### src/rtl/cpu_pkg.sv
// Shared CPU definitions: HI/LO op encodings, mul/div FSM states and default word width.
package cpu_pkg;

    localparam int WIDTH_DEF = 32;

    localparam logic [1:0] OP_DIVU  = 2'b00;
    localparam logic [1:0] OP_DIV   = 2'b01;
    localparam logic [1:0] OP_MULTU = 2'b10;
    localparam logic [1:0] OP_MULT  = 2'b11;

    typedef enum logic [1:0] {
        S_IDLE = 2'b00,
        S_CALC = 2'b01,
        S_FIX  = 2'b10,
        S_DONE = 2'b11
    } state_t;

endpackage

### src/rtl/muldiv_signfix.sv
// Conditional two's-complement negate; with neg_i = sign bit it yields the magnitude.
module muldiv_signfix #(
    parameter int N = 32
) (
    input  logic [N-1:0] val_i,
    input  logic         neg_i,
    output logic [N-1:0] res_o
);

    assign res_o = neg_i ? ((~val_i) + {{(N-1){1'b0}}, 1'b1}) : val_i;

endmodule

### src/rtl/muldiv_engine.sv
// Iterative 32-step multiply/divide unit feeding the HI/LO registers.
// busy stalls the pipeline; done is a one-cycle HI/LO write enable.
module muldiv_engine
    import cpu_pkg::*;
#(
    parameter int WIDTH = WIDTH_DEF
) (
    input  logic             clk,
    input  logic             rst_n,
    input  logic             start,
    input  logic [1:0]       op,
    input  logic [WIDTH-1:0] a,
    input  logic [WIDTH-1:0] b,
    output logic             busy,
    output logic             done,
    output logic [WIDTH-1:0] hi,
    output logic [WIDTH-1:0] lo,
    output logic [1:0]       op_out,
    output state_t           dbg_state
);

    localparam int               CW       = $clog2(WIDTH);
    localparam logic [CW-1:0]    CNT_LAST = CW'(WIDTH - 1);
    localparam logic [WIDTH-1:0] MSB_ONLY = {1'b1, {(WIDTH-1){1'b0}}};

    state_t             state_q, state_d;
    logic [CW-1:0]      cnt_q, cnt_d;
    logic [1:0]         op_q, op_d, opo_q, opo_d;
    logic               sa_q, sa_d, sb_q, sb_d;
    logic [WIDTH-1:0]   a_q, a_d, m_q, m_d;
    logic [2*WIDTH-1:0] acc_q, acc_d;
    logic [WIDTH-1:0]   hi_q, hi_d, lo_q, lo_d;

    logic               a_neg, b_neg;
    logic [WIDTH-1:0]   a_mag, b_mag, quo_fix, rem_fix;
    logic [2*WIDTH-1:0] prod_fix, div_next, mul_next;
    logic [WIDTH:0]     rem_sh, rem_sub, mul_sum;
    logic               div_ovf;

    // Signs only matter for the signed ops (op[0] = 1).
    assign a_neg = op[0] & a[WIDTH-1];
    assign b_neg = op[0] & b[WIDTH-1];

    muldiv_signfix #(.N(WIDTH))   u_abs_a (.val_i(a), .neg_i(a_neg), .res_o(a_mag));
    muldiv_signfix #(.N(WIDTH))   u_abs_b (.val_i(b), .neg_i(b_neg), .res_o(b_mag));
    muldiv_signfix #(.N(2*WIDTH)) u_prod  (.val_i(acc_q), .neg_i(sa_q ^ sb_q), .res_o(prod_fix));
    muldiv_signfix #(.N(WIDTH))   u_quo   (.val_i(acc_q[WIDTH-1:0]), .neg_i(sa_q ^ sb_q), .res_o(quo_fix));
    muldiv_signfix #(.N(WIDTH))   u_rem   (.val_i(acc_q[2*WIDTH-1:WIDTH]), .neg_i(sa_q), .res_o(rem_fix));

    // Shifted remainder keeps its carry bit so a divisor above 2^(WIDTH-1) still compares correctly.
    assign rem_sh   = acc_q[2*WIDTH-1:WIDTH-1];
    assign rem_sub  = rem_sh - {1'b0, m_q};
    assign div_next = (rem_sh >= {1'b0, m_q}) ? {rem_sub[WIDTH-1:0], acc_q[WIDTH-2:0], 1'b1}
                                              : {rem_sh[WIDTH-1:0], acc_q[WIDTH-2:0], 1'b0};

    assign mul_sum  = {1'b0, acc_q[2*WIDTH-1:WIDTH]} + (acc_q[0] ? {1'b0, m_q} : '0);
    assign mul_next = {mul_sum, acc_q[WIDTH-1:1]};

    assign div_ovf  = (op_q == OP_DIV) && (a_q == MSB_ONLY) && (m_q == WIDTH'(1)) && sb_q;

    always_ff @(posedge clk or negedge rst_n) begin
        if (!rst_n) begin
            state_q <= S_IDLE;
            cnt_q   <= '0;
            op_q    <= '0;
            opo_q   <= '0;
            sa_q    <= 1'b0;
            sb_q    <= 1'b0;
            a_q     <= '0;
            m_q     <= '0;
            acc_q   <= '0;
            hi_q    <= '0;
            lo_q    <= '0;
        end else begin
            state_q <= state_d;
            cnt_q   <= cnt_d;
            op_q    <= op_d;
            opo_q   <= opo_d;
            sa_q    <= sa_d;
            sb_q    <= sb_d;
            a_q     <= a_d;
            m_q     <= m_d;
            acc_q   <= acc_d;
            hi_q    <= hi_d;
            lo_q    <= lo_d;
        end
    end

    always_comb begin
        state_d = state_q;
        cnt_d   = cnt_q;
        op_d    = op_q;
        opo_d   = opo_q;
        sa_d    = sa_q;
        sb_d    = sb_q;
        a_d     = a_q;
        m_d     = m_q;
        acc_d   = acc_q;
        hi_d    = hi_q;
        lo_d    = lo_q;
        case (state_q)
            S_IDLE: begin
                if (start) begin
                    op_d  = op;
                    sa_d  = a_neg;
                    sb_d  = b_neg;
                    a_d   = a;
                    cnt_d = '0;
                    if (op[1]) begin
                        m_d   = a_mag;
                        acc_d = {{WIDTH{1'b0}}, b_mag};
                    end else begin
                        m_d   = b_mag;
                        acc_d = {{WIDTH{1'b0}}, a_mag};
                    end
                    state_d = S_CALC;
                end
            end
            S_CALC: begin
                acc_d = op_q[1] ? mul_next : div_next;
                cnt_d = cnt_q + CW'(1);
                if (cnt_q == CNT_LAST) state_d = S_FIX;
            end
            S_FIX: begin
                opo_d   = op_q;
                state_d = S_DONE;
                if (op_q[1]) begin
                    {hi_d, lo_d} = prod_fix;
                end else if (m_q == '0) begin
                    hi_d = a_q;
                    lo_d = '1;
                end else if (div_ovf) begin
                    hi_d = '0;
                    lo_d = MSB_ONLY;
                end else begin
                    hi_d = rem_fix;
                    lo_d = quo_fix;
                end
            end
            S_DONE:  state_d = S_IDLE;
            default: state_d = S_IDLE;
        endcase
    end

    assign busy      = (state_q == S_CALC) || (state_q == S_FIX);
    assign done      = (state_q == S_DONE);
    assign hi        = hi_q;
    assign lo        = lo_q;
    assign op_out    = opo_q;
    assign dbg_state = state_q;

endmodule

### config.mk
export PLATFORM = sky130hd
export DESIGN_NAME = muldiv_engine
export DESIGN_NICKNAME = d
export VERILOG_FILES = /design/src/rtl/cpu_pkg.sv /design/src/rtl/muldiv_signfix.sv /design/src/rtl/muldiv_engine.sv
export SDC_FILE = /design/constraint.sdc
export NUM_CORES = 1
export LEC_CHECK = 0
export ABC_CLOCK_PERIOD_IN_PS = 3400
export CAP_MARGIN = 15
export CORE_ASPECT_RATIO = 1.4
export CORE_MARGIN = 2
export CORE_UTILIZATION = 45
export CTS_CLUSTER_DIAMETER = 200
export DETAILED_ROUTE_END_ITERATION = 10
export GPL_TIMING_DRIVEN = 0
export PLACE_DENSITY = 0.75
export SLEW_MARGIN = 20
export SYNTH_ARGS = -nofsm -noshare
export SYNTH_HDL_FRONTEND = slang
export SYNTH_HIERARCHICAL = 1
export SYNTH_SLANG_ARGS = --single-unit
export TNS_END_PERCENT = 20
### constraint.sdc
create_clock -name clk -period 3.4 [get_ports clk]
set_input_delay 1.02 -clock clk [delete_from_list [all_inputs] [get_ports clk]]
set_output_delay 1.02 -clock clk [all_outputs]
set_load 0.1 [all_outputs]
==> insert_results.sql, run 1 <==
INSERT INTO impl_metrics (metric_group, metric, value, unit) VALUES
('run', 'drv_cap', '0', ''),
('global_routing', 'grt.overflow.total', '0', ''),
('detailed_routing', 'routed_wl', '73400', 'um'),
('floorplanning', 'rows', '89', ''),
('critical_path', 'critical_path.cell_chain', 'buf_6 > clkbuf_16 > and2_4 > ha_4 > a21o_1 > buf_4 > a21o_1 > a21oi_1 > nor3_1 > a211oi_2 > a211o_1 > nand2_2 > a31oi_4 > xnor2_1 > a32oi_1 > o21ai_1', ''),
('sta', 'report.final.setup_viol', '8', ''),
('sta', 'fin_crit', '3480', 'ps'),
('cts', 'tritoncts_num_sinks', '205', ''),
('sta', 'post-route-period-util', '1.02', ''),
('detailed_routing', 'vias', '18800', ''),
('critical_path', 'worstSetupPathType', 'reg2reg', ''),
('placed_design', 'replace_congestion', '1.06', ''),
('floorplanning', 'initial_utilization', '0.455', ''),
('critical_path', 'worstSetupStartpoint', 'acc_q[0]', ''),
('cts', 'cts_tree', 'built', ''),
('finish', 'nets', '2543', ''),
('sta', 'worst_slew_margin_rel', '0.314', ''),
('finish', 'area_growth_syn_to_layout', '18.4', '%'),
('placed_design', 'place_ws', '-1000', 'ps'),
('run_status', 'failing_checks', 'setup timing', ''),
('detailed_routing', 'drt-pass1-iter-count', '6', ''),
('finish', 'seq_area', '5170', 'um^2'),
('yosys', 'number_of_flops_mapped_to_enable_cells_by_yosys', '0', ''),
('yosys', 'synthesis.area', '19100', 'um^2'),
('sta', 'hold_ws', '347', 'ps'),
('global_routing', 'grt_start_max_net_pins', '91', ''),
('global_routing', 'grt_pass1_vias', '18400', ''),
('cts', 'number_of_hold_buffers_added_after_cts', '0', ''),
('detailed_routing', 'drc_violations', '0', ''),
('sta', 'finalWorstSetupSlack', '-82.2', 'ps'),
('finish', 'layout.filler_cells', '3798', ''),
('placed_design', 'dp.final_hpwl', '57400', 'um'),
('cts', 'cts_inserted_buffers', '22', ''),
('worst_hold_path', 'hold_class', 'in2async', ''),
('critical_path', 'required', '3820', 'ps'),
('critical_path', 'endpoint_kind', 'register', ''),
('sta', 'grt_setup_unrepaired', 'yes', ''),
('floorplanning', 'dieWidth', '178', 'um'),
('critical_path', 'crit_top_cell', 'sky130_fd_sc_hd__a21o_1', ''),
('placed_design', 'buffer_ports.inserted', '137', ''),
('detailed_routing', 'initialDrtViolationCount', '1952', ''),
('sta', 'final-max-slew-violation-count', '0', ''),
('critical_path', 'worstReg2RegStart', 'acc_q[0]', ''),
('detailed_routing', 'viasPerCell', '6.37', ''),
('finish', 'antenna_cells_inserted', '0', ''),
('yosys', 'synthesis.nets', '2354', ''),
('cts', 'cts.reportedPaths.clkPinSlew', '70', 'ps'),
('yosys', 'dominantRegCellSynth', 'sky130_fd_sc_hd__dfrtp_1', ''),
('detailed_routing', 'detail-route-antenna-nets', '0', ''),
('global_routing', 'global_route_usage_over_all_layers', '0.326', ''),
('finish', 'fraction_of_layout_cells_with_a_size_suffix_above_1', '0.160', ''),
('floorplanning', 'dieHeight', '248', 'um'),
('cts', 'clock_tree.htree_level_count', '1', ''),
('floorplanning', 'floorplan.io_pins', '139', ''),
('yosys', 'synth.lib_cells_used.distinct', '89', ''),
('yosys', 'yosysSeqAreaShare', '0.269', ''),
('cts', 'clk_latency', '560', 'ps'),
('finish', 'multiInputGateArea', '13500', 'um^2'),
('critical_path', 'ff2ff_setup_slack', '-80', 'ps'),
('finish', 'utilization', '0.538', ''),
('yosys', 'synthesis.instances', '2208', ''),
('critical_path', 'arrival', '3900', 'ps'),
('run_status', 'outcome', 'complete, but fails checks', ''),
('cts', 'cts.path.max_buffers', '3', ''),
('floorplanning', 'die-area', '44100', 'um^2'),
('sta', 'fin_skew', '28.2', 'ps'),
('sta', 'timing.final.hold_violations', '0', ''),
('yosys', 'asyncSetResetFlopFracSynth', '1.00', ''),
('detailed_routing', 'route.detailed.wl_per_inst', '24.8', 'um'),
('global_routing', 'antenna_found_initial', '1', ''),
('critical_path', 'critPathMaxFanout', '7', ''),
('cts', 'cts_root_buffer', 'sky130_fd_sc_hd__clkbuf_16', ''),
('sta', 'maxClockFrequency', '287', 'MHz'),
('critical_path', 'crit_path_max_incr_delay', '490', 'ps'),
('sta', 'tightest_slew', '1030', 'ps'),
('critical_path', 'cp-start-kind', 'register', ''),
('global_routing', 'grt_first_pass_wirelength', '109000', 'um'),
('floorplanning', 'fp.coreArea', '42000', 'um^2'),
('yosys', 'synth-warning-count', '6', ''),
('yosys', 'synth-seq-cells', '205', ''),
('critical_path', 'critical-path-slowest-cell', 'sky130_fd_sc_hd__dfrtp_4', ''),
('yosys', 'syn-mean-instance-area', '8.64', 'um^2');
[logic make-up (layout without fill, tap and decap cells)]
kind of cell    after synthesis  in the layout  share of synthesized area
simple gates                645            645                      0.189
fa+ha+maj                    77             77                     0.0513
flops                       205            205                      0.269
buf+inv                     193            398                     0.0405
mux                         212            212                      0.120
compound gates              637            637                      0.220
xor+xnor                    239            239                      0.110
[per-layer routing]
layer  up-vias  share of wire  GRT usage
met5         -        0.00025          0
met4         2           0.10      0.277
met3       337          0.059     0.0366
met2       979           0.49      0.568
met1      9063           0.35      0.352
li1       8456              -          -
[worst max-delay path, delay by kind of cell (launching register included)]
kind	cells	cell delay [ps]
buffers and inverters	3	460
XOR/XNOR	1	90
adder cells (fa/ha/maj)	1	240
AO/OA/AOI/OAI	8	1680
flip-flops	1	490
AND/OR/NAND/NOR	3	380
[cells in the mapped netlist (30+ instances only)]
master                     instances  share of area
sky130_fd_sc_hd__xnor2_1         210          0.096
sky130_fd_sc_hd__ha_1             75          0.049
sky130_fd_sc_hd__mux2_2          134          0.079
sky130_fd_sc_hd__clkbuf_1         95          0.019
sky130_fd_sc_hd__nand3_1          32         0.0084
sky130_fd_sc_hd__dfrtp_1         205           0.27
sky130_fd_sc_hd__and2_1           38          0.012
sky130_fd_sc_hd__and3_1           41          0.013
sky130_fd_sc_hd__a21oi_1         168          0.044
sky130_fd_sc_hd__o31ai_1          56          0.022
sky130_fd_sc_hd__nand2_1         240          0.047
sky130_fd_sc_hd__mux2i_1          78          0.041
sky130_fd_sc_hd__nor2_1           84          0.017
sky130_fd_sc_hd__o21ai_0         198          0.052
sky130_fd_sc_hd__inv_1            65          0.013
sky130_fd_sc_hd__a21o_1           30          0.012
sky130_fd_sc_hd__o41ai_1          30          0.014
[area by class of cell]
cell class | count | area share
Tap cell | 546 | 0.0302
Clock inverter | 11 | 0.00670
Timing Repair Buffer | 169 | 0.0737
Inverter | 65 | 0.0108
Sequential cell | 205 | 0.229
Buffer | 124 | 0.0245
Multi-Input combinational cell | 1810 | 0.598
Clock buffer | 29 | 0.0273
[state kept, by name, summed over array words and instances (netlist names)]
| signal | cells |
|---|---|
| dbg_state | 2 |
| lo | 32 |
| sa_q | 1 |
| sb_q | 1 |
| hi | 32 |
| cnt_q | 5 |
| m_q | 32 |
| op_q | 2 |
| acc_q | 64 |
| a_q | 32 |
| op_out | 2 |
[cell usage in the layout (no fill, tap or decap), drive strengths merged, types with 30 or more instances in the layout]
cell type and n:
o41ai 51, mux2i 78, mux2 134, xnor2 210
nor4 42, o21ai 222, nand2 240, inv 66
dfrtp 205, nand3 36, buf 65, clkbuf 121
o31ai 62, ha 75, nor2 85, clkdlybuf4s50 135
a21o 30, a21oi 169, and2 38, and3 41
[worst paths after layout]
path / end / cells past startpoint
max in group asynchronous: acc_q[31] / 3
max reg2reg: acc_q[59] / 16
max: acc_q[59] / 16
min reg2reg: lo[9] / 1
min in group clk: lo[9] / 1
min: acc_q[55] / 1
[timing repair]
action / in CTS / in global routing
setup buffers: 18 / 10
gates cloned: 1 / 0
gates resized for setup: 62 / 46
pin swaps: 17 / 20
endpoints found under the setup margin: 36 / 42
[through the flow]
step           area (um^2)   TNS, ps  instances
5_1_grt              22600     -1940       2959
2_1_floorplan        19100         0       2208
3_5_place_dp         21200    -23480       2894
4_1_cts              22400      -256       2952
6_report             22600      -392       2959
3_3_place_gp         21100  -1506430       2891
Power of run 1 is left out: the tool's default activity adds up to more than one toggle a clock period on the data nets, which glitch-free logic cannot reach.
==> run 2: changes to the inputs <==
RECOVER_POWER = 100   (was not set)
==> run 2 against run 1 <==
The flow finishes with violations (capacitance limit, slew limit, setup timing). Routed wire length down 0.16%. Worst setup slack worse by 70 ps. Sequential share of layout area up 0.095 points. Cell area down 0.46%. Final cell count unchanged. Maximum frequency down 2.0%. Highest routed layer unchanged.
==> insert_results.sql, run 2 (synthesis results as in run 1) <==
INSERT INTO impl_metrics (metric_group, metric, value, unit) VALUES
('finish', 'largest_register_ffs', '64', ''),
('critical_path', 'endpoint_kind', 'register', ''),
('sta', 'final-max-slew-violation-count', '42', ''),
('detailed_routing', 'initialDrtViolationCount', '1842', ''),
('run_status', 'failing_checks', 'capacitance limit, slew limit, setup timing', ''),
('global_routing', 'antenna_found_initial', '1', ''),
('cts', 'cts_root_buffer', 'sky130_fd_sc_hd__clkbuf_16', ''),
('global_routing', 'grt_pass1_vias', '18400', ''),
('finish', 'final_common_cell', 'sky130_fd_sc_hd__nand2_1', ''),
('finish', 'area_growth_syn_to_layout', '17.8', '%'),
('finish', 'most-common-layout-cells', 'sky130_fd_sc_hd__nand2_1 (238), sky130_fd_sc_hd__xnor2_1 (209), sky130_fd_sc_hd__o21ai_0 (197)', ''),
('placed_design', 'replace_congestion', '1.06', ''),
('cts', 'clk_latency', '560', 'ps'),
('cts', 'cts_inserted_buffers', '22', ''),
('floorplanning', 'floorplan.io_pins', '139', ''),
('floorplanning', 'die-area', '44100', 'um^2'),
('cts', 'cts.path.max_buffers', '3', ''),
('detailed_routing', 'routed_wl', '73300', 'um'),
('sta', 'maxClockFrequency', '281', 'MHz'),
('detailed_routing', 'drt-pass1-iter-count', '6', ''),
('critical_path', 'critical-path-slowest-cell', 'sky130_fd_sc_hd__or4_4', ''),
('critical_path', 'timing.critical_path.buf_inv', '1', ''),
('finish', 'fraction_of_layout_cells_with_a_size_suffix_above_1', '0.156', ''),
('sta', 'timing.final.hold_violations', '0', ''),
('detailed_routing', 'viasPerCell', '6.37', ''),
('placed_design', 'buffer_ports.inserted', '137', ''),
('finish', 'register_bank_with_the_most_flops', 'acc_q', ''),
('cts', 'cts.reportedPaths.clkPinSlew', '70', 'ps'),
('detailed_routing', 'route.detailed.wl_per_inst', '24.8', 'um'),
('critical_path', 'arrival', '3990', 'ps'),
('critical_path', 'cp-start-kind', 'register', ''),
('sta', 'finalWorstSetupSlack', '-152', 'ps'),
('global_routing', 'grt_start_max_net_pins', '91', ''),
('critical_path', 'cpLargestDelayFamily', 'simple AND/OR/NAND/NOR gates', ''),
('floorplanning', 'rows', '89', ''),
('global_routing', 'grt_first_pass_wirelength', '109000', 'um'),
('run_status', 'outcome', 'complete, but fails checks', ''),
('sta', 'grt_setup_unrepaired', 'yes', ''),
('sta', 'post-route-period-util', '1.04', ''),
('critical_path', 'required', '3840', 'ps'),
('sta', 'tightest_slew', '2450', 'ps'),
('critical_path', 'ff2ff_setup_slack', '-150', 'ps'),
('critical_path', 'worstSetupPathType', 'reg2reg', ''),
('floorplanning', 'dieHeight', '248', 'um'),
('sta', 'fin_skew', '21.7', 'ps'),
('global_routing', 'global_route_usage_over_all_layers', '0.326', ''),
('worst_hold_path', 'hold_class', 'reg2reg', ''),
('finish', 'finalInstanceArea', '22500', 'um^2'),
('placed_design', 'dp.final_hpwl', '57400', 'um'),
('detailed_routing', 'drc_violations', '0', ''),
('detailed_routing', 'detail-route-antenna-nets', '0', ''),
('global_routing', 'grt.overflow.total', '0', ''),
('sta', 'worst_slew_margin_rel', '-0.634', ''),
('sta', 'fin_crit', '3550', 'ps'),
('finish', 'nets', '2543', ''),
('critical_path', 'critPathMaxFanout', '10', ''),
('floorplanning', 'fp.coreArea', '42000', 'um^2'),
('floorplanning', 'initial_utilization', '0.455', ''),
('finish', 'layout.filler_cells', '3821', ''),
('finish', 'antenna_cells_inserted', '0', ''),
('detailed_routing', 'vias', '18900', ''),
('sta', 'report.final.setup_viol', '20', ''),
('floorplanning', 'dieWidth', '178', 'um'),
('cts', 'cts_tree', 'built', ''),
('critical_path', 'critical_path.cell_chain', 'or4_4 > nor3_2 > nand4_1 > buf_4 > o31ai_2 > xnor2_1 > nand2_1 > o21ai_0 > mux2_2', ''),
('cts', 'clock_tree.htree_level_count', '1', ''),
('run', 'drv_cap', '1', ''),
('placed_design', 'postPlaceCellArea', '21200', 'um^2'),
('critical_path', 'crit_path_max_incr_delay', '680', 'ps'),
('cts', 'tritoncts_num_sinks', '205', '');
run 2: layout make-up:
type                    instances  area, um^2  area share
multi-input cells            1810       13400       0.598
clock inverters                11         151     0.00673
clock buffers                  29         617      0.0274
inverters                      65         244      0.0108
well taps                     546         683      0.0304
plain buffers                 124         548      0.0244
repair buffers                169        1640      0.0730
flip-flops and latches        205        5160       0.230
run 2: worst paths after layout:
path,endpoint,depth (start not counted),start
min in group asynchronous,acc_q[45],1,rst_n
min reg2reg,lo[9],1,lo[9]
max reg2reg,hi[27],9,acc_q[4]
max,hi[27],9,acc_q[4]
min,lo[9],1,lo[9]
max in group asynchronous,acc_q[31],3,rst_n
run 2: metrics by stage:
stage	std cells	util	TNS, ps	worst slack [ps]	hold slack, ps
2_1_floorplan	2208	-	0	22.9	480
3_3_place_gp	2891	0.504	-1506430	-8000	490
3_5_place_dp	2894	0.505	-23480	-1000	495
4_1_cts	2952	0.533	-256	-80.4	351
5_1_grt	2959	0.536	-10100	-243	512
6_report	2959	0.536	-840	-152	498
run 2: layer usage:
layer	GRT usage	part of all wire
met5	0	0.00025
met4	0.277	0.10
met3	0.0366	0.060
met2	0.568	0.49
met1	0.352	0.35
run 2: what timing repair did:
| action | CTS | global route |
|---|---|---|
| resized for setup | 62 | 46 |
| pin swaps | 17 | 20 |
| hold endpoints to repair | 0 | 0 |
| endpoints found under the setup margin | 36 | 42 |
| hold buffers | 0 | 0 |
| cloned | 1 | 0 |
| buffers inserted | 18 | 10 |
Power of run 2 is left out for the same reason.
==> run 3: changes to the inputs <==
PLACE_DENSITY = 0.76   (was 0.75)
SYNTH_HIERARCHICAL = not set   (was 1)
==> run 3 against run 2 <==
Routed wire length decreased by 5.8%. Area after synthesis decreased by 12%. Largest cell class unchanged. Clock skew decreased by 8.7 ps. The run ends with DRC, capacitance limit, slew limit, setup timing left. Worst setup slack got worse by 780 ps. Maximum frequency decreased by 18%. Via count decreased by 6.3%. Cell area decreased by 9.0%. Core utilization increased by 2.1 points. Hold slack improved by 9.2 ps.
==> insert_results.sql, run 3 <==
INSERT INTO impl_metrics (metric_group, metric, value, unit) VALUES
('critical_path', 'cp-start-kind', 'register', ''),
('critical_path', 'arrival', '4700', 'ps'),
('yosys', 'synth_compound_gate_area_share', '0.247', ''),
('finish', 'multiInputGateArea', '11400', 'um^2'),
('yosys', 'yosys.area_share.adder', '0.0576', ''),
('finish', 'largest_register_ffs', '64', ''),
('finish', 'final_common_cell', 'sky130_fd_sc_hd__nor2_1', ''),
('yosys', 'synth-warning-count', '0', ''),
('detailed_routing', 'detail-route-antenna-nets', '0', ''),
('placed_design', 'dp.final_hpwl', '52600', 'um'),
('critical_path', 'required', '3780', 'ps'),
('floorplanning', 'initial_utilization', '0.456', ''),
('yosys', 'synth-seq-cells', '205', ''),
('sta', 'maxClockFrequency', '231', 'MHz'),
('finish', 'layout.filler_cells', '3378', ''),
('floorplanning', 'rows', '83', ''),
('cts', 'cts.path.max_buffers', '3', ''),
('finish', 'fraction_of_layout_cells_with_a_size_suffix_above_1', '0.124', ''),
('yosys', 'synth_xor_xnor_area_share', '0.105', ''),
('detailed_routing', 'drc_violations', '1', ''),
('placed_design', 'replace_congestion', '1.03', ''),
('detailed_routing', 'vias', '17700', ''),
('detailed_routing', 'route.detailed.wl_per_inst', '25.3', 'um'),
('sta', 'final-max-slew-violation-count', '66', ''),
('floorplanning', 'dieWidth', '167', 'um'),
('run_status', 'failing_checks', 'DRC, capacitance limit, slew limit, setup timing', ''),
('sta', 'fin_skew', '13.0', 'ps'),
('yosys', 'post-synth-top-area-fraction', '0.306', ''),
('floorplanning', 'fp.coreArea', '36800', 'um^2'),
('floorplanning', 'die-area', '38800', 'um^2'),
('placed_design', 'place_ws', '-1800', 'ps'),
('cts', 'cts_tree', 'built', ''),
('yosys', 'yosysSeqAreaShare', '0.306', ''),
('critical_path', 'worstSetupPathType', 'reg2reg', ''),
('yosys', 'post-synth-top-count-cell', 'sky130_fd_sc_hd__nor2_1', ''),
('cts', 'clk_latency', '530', 'ps'),
('yosys', 'asyncSetResetFlopFracSynth', '1.00', ''),
('yosys', 'synth_common_cells', 'sky130_fd_sc_hd__nor2_1 (248), sky130_fd_sc_hd__a21oi_1 (247), sky130_fd_sc_hd__dfrtp_1 (205)', ''),
('yosys', 'synthesis.instances', '2053', ''),
('detailed_routing', 'viasPerCell', '6.48', ''),
('global_routing', 'global_route_usage_over_all_layers', '0.346', ''),
('yosys', 'number_of_flops_mapped_to_enable_cells_by_yosys', '0', ''),
('finish', 'register_bank_with_the_most_flops', 'acc_q', ''),
('cts', 'cts.reportedPaths.clkPinSlew', '60', 'ps'),
('yosys', 'synthMuxAreaShare', '0.0607', ''),
('yosys', 'synth_largest_area_cell', 'sky130_fd_sc_hd__dfrtp_1', ''),
('sta', 'hold_ws', '507', 'ps'),
('critical_path', 'critPathMaxFanout', '6', ''),
('global_routing', 'grt_pass1_vias', '17600', ''),
('global_routing', 'grt_start_max_net_pins', '74', ''),
('sta', 'report.final.setup_viol', '79', ''),
('detailed_routing', 'routed_wl', '69000', 'um'),
('cts', 'cts_root_buffer', 'sky130_fd_sc_hd__clkbuf_16', ''),
('finish', 'seq_area', '5150', 'um^2'),
('run', 'drv_cap', '1', ''),
('finish', 'most-common-layout-cells', 'sky130_fd_sc_hd__nor2_1 (245), sky130_fd_sc_hd__a21oi_1 (237), sky130_fd_sc_hd__dfrtp_1 (190)', ''),
('sta', 'grt_setup_unrepaired', 'yes', ''),
('finish', 'area_growth_syn_to_layout', '22.0', '%'),
('yosys', 'synthesis.area', '16800', 'um^2'),
('cts', 'number_of_hold_buffers_added_after_cts', '0', ''),
('yosys', 'syn-mean-instance-area', '8.17', 'um^2'),
('finish', 'nets', '2392', ''),
('global_routing', 'antenna_found_initial', '0', ''),
('sta', 'worst_slew_margin_rel', '-0.131', ''),
('cts', 'tritoncts_num_sinks', '205', ''),
('critical_path', 'critical-path-slowest-cell', 'sky130_fd_sc_hd__a222oi_1', ''),
('sta', 'finalWorstSetupSlack', '-928', 'ps'),
('placed_design', 'buffer_ports.inserted', '137', ''),
('sta', 'fin_crit', '4330', 'ps'),
('sta', 'timing.final.hold_violations', '0', ''),
('detailed_routing', 'drt-pass1-iter-count', '9', ''),
('global_routing', 'grt_first_pass_wirelength', '103000', 'um'),
('worst_hold_path', 'hold_class', 'reg2reg', ''),
('yosys', 'yosys.area_share.simple', '0.171', ''),
('yosys', 'dominantRegCellSynth', 'sky130_fd_sc_hd__dfrtp_1', ''),
('critical_path', 'critical_path.cell_chain', 'or3_4 > or4b_4 > or3_4 > or4_4 > or4_4 > buf_12 > o41ai_4 > xnor2_1 > a222oi_1 > a21oi_1', ''),
('floorplanning', 'dieHeight', '232', 'um'),
('finish', 'antenna_cells_inserted', '0', ''),
('sta', 'post-route-period-util', '1.27', ''),
('floorplanning', 'floorplan.io_pins', '139', ''),
('run_status', 'outcome', 'complete, but fails checks', ''),
('yosys', 'largest_family_of_logic_cells_by_synthesized_area', 'compound AO/OA/AOI/OAI gates', ''),
('yosys', 'synth.lib_cells_used.distinct', '81', ''),
('yosys', 'largest_cells_by_area_after_synthesis', 'sky130_fd_sc_hd__dfrtp_1 (31%), sky130_fd_sc_hd__a21oi_1 (7.4%), sky130_fd_sc_hd__xnor2_1 (6.5%), sky130_fd_sc_hd__nor2_1 (5.6%), sky130_fd_sc_hd__ha_1 (5.5%)', ''),
('global_routing', 'grt.overflow.total', '0', ''),
('cts', 'clock_tree.htree_level_count', '1', ''),
('sta', 'tightest_slew', '1700', 'ps'),
('cts', 'cts_inserted_buffers', '22', ''),
('critical_path', 'endpoint_kind', 'register', ''),
('finish', 'utilization', '0.556', ''),
('detailed_routing', 'initialDrtViolationCount', '1940', ''),
('yosys', 'synthesis.nets', '2198', ''),
('critical_path', 'crit_path_max_incr_delay', '630', 'ps');
==> run 3: worst paths after layout <==
| path | start | end | slack, ps | cells after the start |
|---|---|---|---|---|
| setup / recovery | acc_q[4] | hi[11] | -930 | 10 |
| hold / removal | op_out[0] | op_out[0] | 510 | 1 |
| setup reg to reg | acc_q[4] | hi[11] | -930 | 10 |
| hold reg to reg | op_out[0] | op_out[0] | 510 | 1 |
| max in group asynchronous | rst_n | m_q[8] | 470 | 2 |
| min in group asynchronous | rst_n | hi[16] | 910 | 1 |
==> run 3: layer usage <==
metal	global-route usage	wire [um]
met1	0.372	23700
met2	0.595	32800
met3	0.0532	5310
met4	0.302	7240
met5	0	0
==> run 3: logic make-up (layout without fill, tap and decap cells) <==
kind of cell    after synthesis  after routing
fa+ha+maj                    76             76
xor+xnor                    201            201
buf+inv                     202            409
compound gates              658            658
flops                       205            205
simple gates                616            616
mux                          95             95
==> run 3: timing repair <==
action                     in CTS  in global routing
setup endpoints to repair     101                103
pin swaps                      55                 37
setup buffers                  30                  4
gates resized for setup       114                 83
cloned                          0                  0
==> run 3: critical path: cells and delay by family (launching register included) <==
kind	cells	cell delay [ps]
AO/OA/AOI/OAI	3	990
buffers and inverters	1	170
flip-flops	1	490
AND/OR/NAND/NOR	5	2450
XOR/XNOR	1	90
==> run 3: stage by stage <==
| step | setup TNS (ps) | std cells | cell area, um^2 |
|---|---|---|---|
| after floorplan | -6090 | 2053 | 16800 |
| after global routing | -29100 | 2727 | 20500 |
| after detailed placement | -114080 | 2659 | 18800 |
| final | -25410 | 2727 | 20500 |
| after global placement | -1599750 | 2657 | 18700 |
| after CTS | -23110 | 2723 | 20100 |
==> run 3: final cells by class <==
cell class              count  share of cell area
inverters                  60              0.0110
well taps                 467              0.0286
clock buffers              26              0.0297
clock inverters            11             0.00569
multi-input cells        1646               0.557
flip-flops and latches    205               0.252
plain buffers             140              0.0347
repair buffers            172              0.0815
Power of run 3 is left out for the same reason.
